File: config.mk
export PLATFORM = sky130hd
export DESIGN_NAME = inst_fetch_queue_flat
export DESIGN_NICKNAME = d
export VERILOG_FILES = /design/src/rtl/inst_fetch_queue_if.sv /design/src/rtl/inst_fetch_queue.sv /design/src/flat_wrapper.sv
export SDC_FILE = /design/constraint.sdc
export NUM_CORES = 1
export LEC_CHECK = 0
export ABC_CLOCK_PERIOD_IN_PS = 8500
export BUFFER_PORTS_ARGS = -buffer_cell sky130_fd_sc_hd__buf_2
export CORE_MARGIN = 2
export CORE_UTILIZATION = 50
export DETAILED_ROUTE_END_ITERATION = 6
export PLACE_DENSITY = 0.71
export SLEW_MARGIN = 20
export SYNTH_ARGS = -nofsm -noshare
export SYNTH_HDL_FRONTEND = slang
export SYNTH_SLANG_ARGS = --single-unit
File: constraint.sdc
create_clock -name clk -period 8.5 [get_ports clk]
set_input_delay 1.275 -clock clk [delete_from_list [all_inputs] [get_ports clk]]
set_output_delay 1.275 -clock clk [all_outputs]
set_load 0.1 [all_outputs]
File: src/rtl/inst_fetch_queue_if.sv
// Fetch-queue bus: dual-port instruction memory lookup, redirect and decode handshake.
interface inst_fetch_queue_if;
  logic [4:0]  dir;
  logic [4:0]  dir2;
  logic [31:0] ins;
  logic [31:0] ins2;
  logic        redirect;
  logic [4:0]  redirect_pc;
  logic        out_valid;
  logic        out_ready;
  logic [31:0] out_ins;
  logic [4:0]  out_pc;

  modport slave (
    input  ins, ins2, redirect, redirect_pc, out_ready,
    output dir, dir2, out_valid, out_ins, out_pc
  );

  modport master (
    output ins, ins2, redirect, redirect_pc, out_ready,
    input  dir, dir2, out_valid, out_ins, out_pc
  );
endinterface

File: src/rtl/inst_fetch_queue.sv
// Four-entry instruction fetch queue: fetches up to two words per cycle from a
// dual-ported instruction memory and hands them to decode in fetch order.
module inst_fetch_queue #(
  parameter logic [4:0] RESET_PC = 5'h00
) (
  input  logic                  clk,
  input  logic                  rst_n,
  inst_fetch_queue_if.slave     bus
);

  localparam int DEPTH = 4;

  logic [4:0]  fetch_pc_r;
  logic [4:0]  q_pc_r  [DEPTH];
  logic [31:0] q_ins_r [DEPTH];
  logic [1:0]  rd_ptr_r;
  logic [1:0]  wr_ptr_r;
  logic [2:0]  count_r;

  logic [2:0]  free_s;
  logic [1:0]  push_s;
  logic        valid_s;
  logic        pop_s;
  logic [1:0]  wr_ptr_b_s;

  function automatic logic [4:0] pc_add(input logic [4:0] pc, input logic [1:0] n);
    return pc + {3'b000, n};
  endfunction

  // Push sizing uses registered occupancy only, so a same-cycle pop never frees a slot.
  always_comb begin
    free_s     = 3'd4 - count_r;
    valid_s    = (count_r != 3'd0) && !bus.redirect;
    pop_s      = valid_s && bus.out_ready;
    wr_ptr_b_s = wr_ptr_r + 2'd1;
    if (bus.redirect) begin
      push_s = 2'd0;
    end else if (free_s >= 3'd2) begin
      push_s = 2'd2;
    end else if (free_s == 3'd1) begin
      push_s = 2'd1;
    end else begin
      push_s = 2'd0;
    end
  end

  // Memory addresses follow fetch_pc; decode sees only stored entries.
  always_comb begin
    bus.dir       = fetch_pc_r;
    bus.dir2      = pc_add(fetch_pc_r, 2'd1);
    bus.out_valid = valid_s;
    bus.out_pc    = q_pc_r[rd_ptr_r];
    bus.out_ins   = q_ins_r[rd_ptr_r];
  end

  // Queue storage, pointers, occupancy and fetch address.
  always_ff @(posedge clk or negedge rst_n) begin
    if (!rst_n) begin
      fetch_pc_r <= RESET_PC;
      rd_ptr_r   <= 2'd0;
      wr_ptr_r   <= 2'd0;
      count_r    <= 3'd0;
      for (int i = 0; i < DEPTH; i++) begin
        q_pc_r[i]  <= 5'h00;
        q_ins_r[i] <= 32'h0000_0000;
      end
    end else if (bus.redirect) begin
      fetch_pc_r <= bus.redirect_pc;
      rd_ptr_r   <= 2'd0;
      wr_ptr_r   <= 2'd0;
      count_r    <= 3'd0;
    end else begin
      if (push_s != 2'd0) begin
        q_pc_r[wr_ptr_r]  <= fetch_pc_r;
        q_ins_r[wr_ptr_r] <= bus.ins;
      end
      // Port B entry lands behind port A so fetch order is preserved.
      if (push_s == 2'd2) begin
        q_pc_r[wr_ptr_b_s]  <= pc_add(fetch_pc_r, 2'd1);
        q_ins_r[wr_ptr_b_s] <= bus.ins2;
      end
      wr_ptr_r   <= wr_ptr_r + push_s;
      rd_ptr_r   <= rd_ptr_r + {1'b0, pop_s};
      count_r    <= count_r + {1'b0, push_s} - {2'b00, pop_s};
      fetch_pc_r <= pc_add(fetch_pc_r, push_s);
    end
  end

endmodule

File: src/flat_wrapper.sv
// flat-port wrapper written by rule: the top's interface ports become plain ports
module inst_fetch_queue_flat 
#(
  parameter logic [4:0] RESET_PC = 5'h00
)
  (clk, rst_n, bus_ins, bus_ins2, bus_redirect, bus_redirect_pc, bus_out_ready, bus_dir, bus_dir2, bus_out_valid, bus_out_ins, bus_out_pc);
  inst_fetch_queue_if bus_i ();
  input  logic clk;
  input  logic rst_n;
  input wire logic [$bits(bus_i.ins)-1:0] bus_ins;
  input wire logic [$bits(bus_i.ins2)-1:0] bus_ins2;
  input wire logic [$bits(bus_i.redirect)-1:0] bus_redirect;
  input wire logic [$bits(bus_i.redirect_pc)-1:0] bus_redirect_pc;
  input wire logic [$bits(bus_i.out_ready)-1:0] bus_out_ready;
  output wire logic [$bits(bus_i.dir)-1:0] bus_dir;
  output wire logic [$bits(bus_i.dir2)-1:0] bus_dir2;
  output wire logic [$bits(bus_i.out_valid)-1:0] bus_out_valid;
  output wire logic [$bits(bus_i.out_ins)-1:0] bus_out_ins;
  output wire logic [$bits(bus_i.out_pc)-1:0] bus_out_pc;
  assign bus_i.ins = bus_ins;
  assign bus_i.ins2 = bus_ins2;
  assign bus_i.redirect = bus_redirect;
  assign bus_i.redirect_pc = bus_redirect_pc;
  assign bus_i.out_ready = bus_out_ready;
  assign bus_dir = bus_i.dir;
  assign bus_dir2 = bus_i.dir2;
  assign bus_out_valid = bus_i.out_valid;
  assign bus_out_ins = bus_i.out_ins;
  assign bus_out_pc = bus_i.out_pc;
  inst_fetch_queue #(.RESET_PC(RESET_PC)) u_core (.clk(clk), .rst_n(rst_n), .bus(bus_i));
endmodule
After elaboration in Yosys (flattened, before gate mapping)

Index checks and enable logic that the tools add are counted.

Add/sub/neg operators: 8
Reduce and logical (&&, ||, !) cells: 7
Bitwise logic cells: 3
Equality and inequality tests: 2
Muxes and demuxes: 31
Order comparisons: 6

Operators with widths:

| kind                                                              | count |
|---|---|
| two-way mux 128 bit                                               | 3 |
| bitwise mux 128 bit                                               | 2 |
| demux 32 bit (select 2 bit)                                       | 2 |
| two-way mux 32 bit                                                | 4 |
| binary-select mux 32 bit (select 2 bit)                           | 1 |
| two-way mux 20 bit                                                | 3 |
| bitwise mux 20 bit                                                | 2 |
| two-way mux 5 bit                                                 | 5 |
| demux 5 bit (select 2 bit)                                        | 2 |
| binary-select mux 5 bit (select 2 bit)                            | 1 |
| greater-or-equal comparator 3 bit, second input constant          | 3 |
| NOT 2 -> 3 bit                                                    | 3 |
| two-way mux 2 bit                                                 | 4 |
| < comparator 3 x 1 -> 1 bit, second input constant                | 2 |
| adder 5 x 1 -> 5 bit, second input constant                       | 1 |
| adder 5 x 2 -> 5 bit                                              | 1 |
| logical AND 1 bit                                                 | 4 |
| adder 3 x 2 -> 3 bit                                              | 1 |
| == test 3 x 1 -> 1 bit, second input constant                     | 1 |
| greater-or-equal comparator 3 x 2 -> 1 bit, second input constant | 1 |
| two-way mux 3 bit                                                 | 1 |
| nonzero test 3 bit                                                | 1 |
| subtractor 3 x 1 -> 3 bit                                         | 1 |
| subtractor 3 bit, first input constant                            | 1 |
| other kinds (7)                                                   | 7 |

Output and inout bits: 48
Input bits: 73
Logic and storage cells: 69
Bits in registers: 160

Depth between registers and ports, before layout

Gate-level depths: netlist of the first run.

Word-level depth: 10
Gate-level depth with buffers: 13
Gate-level depth less buffers: 13

Least setup slack after synthesis of the first run

No wires, ideal clock.

Path type: register to output
Start: register u_core.fetch_pc_r[1] (netlist: u_core.bus.dir[1])
End: output port bus_dir2[4]
Data required time: 7.225 ns
Arrival: 3.274 ns
Buffers on the path: 0
Setup slack: 3.951 ns
Stages on the path, launching flop included: 4
Cell sequence: dfrtp_1 -> ha_1 -> nand3_1 -> xnor2_1

Word-level cells in the longest chain between the ends: 1

RTL lines:

| item                     | line                   | text |
|---|---|---|
| start: declaration       | inst_fetch_queue.sv:13 | `logic [4:0] fetch_pc_r;` |
| start signal: assignment | inst_fetch_queue.sv:68 | `fetch_pc_r <= bus.redirect_pc;` |
| start signal: assignment | inst_fetch_queue.sv:85 | `fetch_pc_r <= pc_add(fetch_pc_r, push_s);` |
| adder 5 x 1 -> 5 bit     | inst_fetch_queue.sv:27 | `return pc + {3'b000, n};` |
| end: declaration         | flat_wrapper.sv:16     | `output wire logic [$bits(bus_i.dir2)-1:0] bus_dir2;` |

Every way passes these cells.

Final worst setup path of the first run

Start: register u_core.rd_ptr_r[0]
End: output port bus_out_pc[3]

Word-level cells in the longest chain between the ends: 4

RTL lines:

| item                                                 | line                   | text |
|---|---|---|
| start: declaration                                   | inst_fetch_queue.sv:16 | `logic [1:0] rd_ptr_r;` |
| start signal: assignment                             | inst_fetch_queue.sv:83 | `rd_ptr_r <= rd_ptr_r + {1'b0, pop_s};` |
| NOT 2 -> 3 bit (not written as such)                 | inst_fetch_queue.sv:52 | `bus.out_pc = q_pc_r[rd_ptr_r];` |
| binary-select mux 5 bit (select 2 bit)               | inst_fetch_queue.sv:52 |  |
| two-way mux 5 bit (not written as such) (2 in a row) | inst_fetch_queue.sv:52 |  |
| end: declaration                                     | flat_wrapper.sv:19     | `output wire logic [$bits(bus_i.out_pc)-1:0] bus_out_pc;` |

Every way passes these cells. The select of a mux whose other input is x is not followed.

==> results of run 1 <==
registers in the layout, indices dropped and copies added (netlist names):
| register | count |
|---|---|
| u_core.bus.dir | 5 |
| u_core.wr_ptr_r | 2 |
| u_core.rd_ptr_r | 2 |
| u_core.q_ins_r | 128 |
| u_core.count_r | 3 |
| u_core.q_pc_r | 20 |
placed cells by master (no fill, tap or decap), types with 3 or more instances in the layout:
| cell type | n |
|---|---|
| o21ai_0 | 5 |
| clkbuf_16 | 17 |
| bufinv_16 | 3 |
| mux2_2 | 3 |
| buf_4 | 9 |
| nor2_1 | 146 |
| o21a_1 | 33 |
| dfrtp_1 | 158 |
| a21oi_1 | 41 |
| diode_2 | 4 |
| nor3_1 | 5 |
| buf_2 | 119 |
| nand2_1 | 10 |
| mux4_2 | 37 |
| ha_1 | 12 |
| xnor2_1 | 10 |
| clkbuf_8 | 4 |
| o22ai_1 | 105 |
| nor2b_1 | 3 |
| nand3_1 | 4 |
| clkbuf_1 | 4 |
| inv_1 | 45 |
| o22a_1 | 33 |
synth_stat cells, types with 2 or more instances:
| cell type | count |
|---|---|
| o21a_1 | 33 |
| a21oi_2 | 2 |
| a31oi_1 | 2 |
| o21ai_0 | 5 |
| o221a_2 | 2 |
| clkbuf_1 | 7 |
| nor2b_1 | 3 |
| xnor2_1 | 10 |
| inv_1 | 45 |
| nand3_4 | 2 |
| o22a_1 | 33 |
| fa_1 | 2 |
| nor2_1 | 146 |
| o21ai_1 | 2 |
| nand2_1 | 10 |
| buf_6 | 6 |
| nor3_1 | 5 |
| o22ai_1 | 105 |
| o32ai_1 | 2 |
| ha_1 | 12 |
| a21oi_1 | 41 |
| nor3b_1 | 2 |
| nand3_1 | 4 |
| a221oi_1 | 2 |
| dfrtp_1 | 160 |
| and2_1 | 2 |
| or3_1 | 2 |
| o31a_1 | 2 |
| buf_4 | 22 |
| buf_2 | 21 |
| mux2_2 | 3 |
| mux4_2 | 37 |
per-layer routing:
layer	part of all wire	vias up
li1	-	2930
met1	0.44	3296
met2	0.47	261
met3	0.065	41
met4	0.024	0
met5	0	-
power by group through the flow:
| stage | clock [uW] | sequential [uW] | combinational [uW] |
|---|---|---|---|
| after CTS | 805 | 1360 | 2230 |
| after detailed placement | 0 | 1360 | 2230 |
| after floorplan | 0 | 1320 | 1860 |
| final | 796 | 1360 | 2220 |
| after global placement | 0 | 1350 | 2190 |
| after global routing | 840 | 1400 | 2370 |
final timing paths:
path	startpoint	to	slack [ns]	cells past startpoint
worst max-delay path	u_core.rd_ptr_r[0]	bus_out_pc[3]	4.61	3
worst min-delay path	u_core.q_ins_r[34]	u_core.q_ins_r[34]	0.49	1
worst max register to register	u_core.count_r[1]	u_core.count_r[2]	5.22	11
worst min register to register	u_core.q_ins_r[34]	u_core.q_ins_r[34]	0.49	1
max in group asynchronous	rst_n	u_core.rd_ptr_r[0]	6.36	2
min in group asynchronous	rst_n	u_core.count_r[1]	0.94	1
area by class of cell:
class / instances / area (um^2)
diodes: 4 / 10.01
clock buffers: 24 / 481.7
clock inverters: 8 / 127.6
fillers: 1355 / 6550
inverters: 45 / 168.9
multi-input cells: 492 / 3651
flip-flops and latches: 160 / 4006
well taps: 216 / 270.3
repair buffers: 129 / 676.9
logic make-up after synthesis:
kind of cell / Yosys count / share of synthesized area
flip-flops: 160 / 0.4908
multiplexers: 40 / 0.1063
AO/OA/AOI/OAI: 239 / 0.1985
XOR/XNOR: 12 / 0.01380
adder cells (fa/ha/maj): 14 / 0.02331
AND/OR/NAND/NOR: 187 / 0.1015
buffers and inverters: 102 / 0.06580
metrics by stage:
| step | instance area, um^2 | hold WS (ns) | setup slack (ns) |
|---|---|---|---|
| after floorplan | 8158 | 0.4586 | 3.951 |
| after global routing | 9393 | 0.4963 | 4.437 |
| after CTS | 9380 | 0.4888 | 4.559 |
| after global placement | 8771 | 0.4687 | 5.016 |
| final | 9393 | 0.4882 | 4.610 |
| after detailed placement | 8771 | 0.4757 | 4.945 |
critical path, stage by stage (launching register included):
cell and delay [ns]:
dfrtp_2 0.67, buf_4 0.56, mux4_2 0.62, buf_2 0.32
==> metrics.txt, run 1 <==
VDD IR max=about 350 uV; GRT Residual Overflow=0; Final Util=0.5892; # setup viols final=0; ANT nets after route=0; leakage=~0.0039 uW; synthesis-stage register bit count=between 150 and 200; GR Layer Usage met3=0.05613; logic gate share of total power=0.507; synth unique cells=54; top post-synthesis cells by area=dfrtp_1 (49%), mux4_2 (10%), o22ai_1 (8.1%); M2 GR Usage=0.3999; dpl cells=1042; Data required, critical path=7.22 ns; CTS root buffer=clkbuf_16; WS Path Type=reg2out; total power=roughly 4400 uW; cts hold-fix bufs=0; first-pass GRT wire length=35620 um; clk sinks=160; sw frac=0.4898; Synth Instances=roughly 750; clk_skew=a little under 0.007 ns; number of cell rows=46; Starting Density=0.5117; Final Max Tran Viols=0; Routed WL per cell=20.43 um; Relative slew margins=0.2524; final non-filler cell total=~1100; worst hold-check path type=reg2reg; EDFF count, synth=0; Seq/Total Area, Yosys=0.4908; Fin Setup TNS=0 ns; Die X=131.7 um; nets@finish=slightly above 900; via count=approximately 6500; post-route minimum period=3.890 ns; routing usage on met1=0.3638; area grow syn2layout=15.14%; Max Clk Rate=0.2571 GHz; Arr. time, crit path=between 2 and 3 ns; DRC=0; largest net degree at the start of global routing=~110; Async SR Flop Fraction=1.000; Synth Cell Area=around 0.008 mm^2; clock slew at reported path FFs=around 0.06 ns; Pwr Density=around 470 mW/mm^2; worst-path maximum fanout=26; die area=0.01735 mm^2; share of layout cells above drive strength 1=0.2517; Tot GR Track Use=0.2612; P_int=between 2000 and 2500 uW; drt via density=between 6 and 7; Flop pwr share=0.311; TritonCTS clock tree=done; Slew @ Worst Pin=approximately 1.1 ns; post-synth net total=841; CTS Buf Count=17; top_reg_cell synth=dfrtp_1; gpl congestion=about 0.8; Avg Cell Area, Syn=10.82 um^2; post-CTS setup repair buffer count=0; vias in the first global route=between 6000 and 7000; Setup crit end kind=output port; status=finished, final reports clean; Total Wirelength=approximately 22000 um; Detail Placement HPWL=roughly 13000 um; Iter 0 DRT Violations=just over 600; endpoints failing hold=0; H-Tree Depth=4; RSZ-0062 raised after global routing=no; Max clock buf depth=2; post_cts resized=0; busiest grt layer=met2; Clock Power Share=0.182; # IOs=approximately 120; Port Buffer Count=between 100 and 150; die height=131.7 um; TritonRoute pass-1 iters=6; Worst-Skew Late Latency=between 0.4 and 0.5 ns; initial antenna violation count=4; Placeable Area=between 0.015 and 0.02 mm^2; share of the clock period used by the worst path=0.4576; Yosys warnings=0; Sw Pwr=2148 uW; crit start category=flip-flop; share of the synthesized area in the top cell type=0.4908; area leader, netlist=dfrtp_1; Max-Cap Viols=0
No activity file was read; power rests on OpenSTA's default activity.
==> run 2: changes to the inputs <==
Settings changed: ABC_CLOCK_PERIOD_IN_PS 8500 to 3200, PLACE_DENSITY 0.71 to 0.74.
Clock period 8.5 ns to 3.2 ns, I/O delays scaled along.
==> run 2 against run 1 <==
- power increased to 2.7 times the previous value
- worst setup slack got worse by 4.3 ns
- die area unchanged
- critical endpoint is now u_core.count_r[2]
- highest routed layer unchanged
==> metrics.txt, run 2 (synthesis gave the netlist of run 1 again) <==
Pwr Density=1228 mW/mm^2 (+160%); crit start category=flip-flop; share of the clock period used by the worst path=0.8908; RSZ-0062 raised after global routing=no; dpl cells=1057 (+1.4%); commonest cells after routing, fill and taps aside=dfrtp_1 (158), nor2_1 (145), buf_2 (119); TritonRoute pass-1 iters=5 (-1); VDD IR max=904.7 uV (+160%); GRT Residual Overflow=0 (unchanged); Iter 0 DRT Violations=557 (-9.6%); routing usage on met1=0.3354 (-0.02838); endpoints failing hold=0 (unchanged); Tot GR Track Use=0.2672 (+0.006018); final non-filler cell total=1090 (+1.1%); ANT nets after route=0 (unchanged); max FFs per register=128 (unchanged); Max-Cap Viols=0 (unchanged); Detail Placement HPWL=13450 um (+3.3%); WS Path Type=reg2reg; reg2reg path depth=11 (unchanged); Routed WL per cell=20.58 um (+0.76%); busiest grt layer=met2; drt via density=6.114 (+0.96%); TritonCTS clock tree=done; Worst-Skew Late Latency=0.43 ns (about the same); number of cell rows=46 (unchanged); # IOs=121 (unchanged); CTS Buf Count=17 (unchanged); Starting Density=0.5117 (unchanged); post-route minimum period=roughly 2.9 ns; Die X=131.7 um (unchanged); Fin Setup TNS=0 ns (unchanged); setup slack after layout=0.3495 ns (-4.261 ns); clock slew at reported path FFs=0.06 ns (about the same); Arr. time, crit path=3.16 ns (+0.55 ns); die area=0.01735 mm^2 (unchanged); first-pass GRT wire length=36360 um (+2.1%); M2 GR Usage=0.4526 (+0.05265); nets@finish=947 (+1.6%); post-CTS setup repair buffer count=0 (unchanged); most flop-heavy register=u_core.q_ins_r; vias in the first global route=6906 (+3.6%); # setup viols final=0 (unchanged); Slew @ Worst Pin=0.8751 ns (-0.2463 ns); Max Clk Rate=approximately 0.35 GHz; status=finished, final reports clean; R2R Setup Slk=0.35 ns (-4.87 ns); post_cts resized=0 (unchanged); die height=131.7 um (unchanged); Total Wirelength=22440 um (+1.9%); gpl congestion=0.7936 (-1.6%); DRC=0 (unchanged); initial antenna violation count=1 (-3); Placeable Area=0.01594 mm^2 (unchanged); leakage=0.004033 uW (+2.9%); H-Tree Depth=4 (unchanged); commonest non-fill, non-tap cell in the layout=dfrtp_1; clk_skew=0.009486 ns (+0.002742 ns); Final Max Tran Viols=0 (unchanged); Data required, critical path=3.51 ns (-3.71 ns); via count=6664 (+2.1%); RR Endpoint=u_core.count_r[2]; GR Layer Usage met3=0.05613 (unchanged); worst-path maximum fanout=3 (-88%); cts hold-fix bufs=0 (unchanged); area grow syn2layout=17.55%; pre-CTS setup slack=0.3242 ns (-4.621 ns); largest net degree at the start of global routing=91 (-19%); CTS root buffer=clkbuf_16; worst hold-check path type=in2async; Setup crit end kind=flip-flop; Relative slew margins=0.4166 (+0.1642); total power=11780 uW (+170%); Port Buffer Count=120 (unchanged); share of layout cells above drive strength 1=0.2680 (+0.01629); Max clock buf depth=2 (unchanged); worst reg2reg path startpoint=u_core.count_r[0]; clk sinks=160 (unchanged)
==> run 2: changes by cell type in the layout (fill, tap and decap cells not counted) <==
cell	change
nor2_2	+1
buf_4	+7
clkinv_2	+1
clkinvlp_4	-1
diode_2	-3
xnor2_1	-2
buf_12	+8
bufinv_16	-1
buf_6	+1
xnor2_2	+2
nor2_1	-1
clkbuf_8	-1
clkinv_4	+1
==> run 2: power by group <==
part           internal (uW)  switching [uW]  total [uW]
registers               2990             600        3590
clock network           1210             825        2040
logic                   1810            4340        6150
==> run 2: worst max-delay path: stages, from the launching register on <==
cell     delay [ns]
dfrtp_1        0.35
inv_1          0.08
ha_1           0.21
ha_1           0.30
or3b_1         0.40
nor3b_1        0.40
ha_1           0.22
inv_1          0.05
fa_1           0.37
xnor2_1        0.18
xnor2_1        0.13
nor2_1         0.05
==> run 2: routing by layer <==
layer  part of all wire  vias up
met5                  0        -
met4              0.022        0
met3              0.071       48
met2               0.51      347
met1               0.40     3292
li1                   -     2977
==> run 2: metrics by stage <==
stage / utilization / hold WS [ns] / area, um^2
final: 0.6015 / 0.09920 / 9589
after global routing: 0.6015 / 0.1754 / 9589
after CTS: 0.6013 / 0.1702 / 9587
after detailed placement: 0.5646 / 0.4757 / 9001
after global placement: 0.5646 / 0.4720 / 9001
after floorplan: - / 0.1844 / 8175
==> run 2: final cells by class <==
class	count	area, um^2
Fill cell	1315	6354
Sequential cell	160	4006
Multi-Input combinational cell	492	3669
Timing Repair Buffer	144	887.1
Clock buffer	24	481.7
Tap cell	216	270.3
Inverter	45	168.9
Clock inverter	8	103.9
Antenna cell	1	2.502
==> run 2: worst max-delay path by stage <==
| stage | start | endpoint | slack, ns | cells after the start |
|---|---|---|---|---|
| 6_report | u_core.count_r[0] | u_core.count_r[2] | 0.35 | 11 |
| 5_1_grt | u_core.count_r[0] | u_core.count_r[2] | 0.09 | 11 |
| 4_1_cts | u_core.count_r[0] | u_core.count_r[2] | 0.31 | 11 |
| 3_5_place_dp | u_core.count_r[0] | u_core.count_r[2] | 0.32 | 11 |
| 3_3_place_gp | u_core.count_r[0] | u_core.count_r[2] | 0.43 | 11 |
| 2_1_floorplan | u_core.count_r[0] | u_core.count_r[2] | 0.09 | 13 |
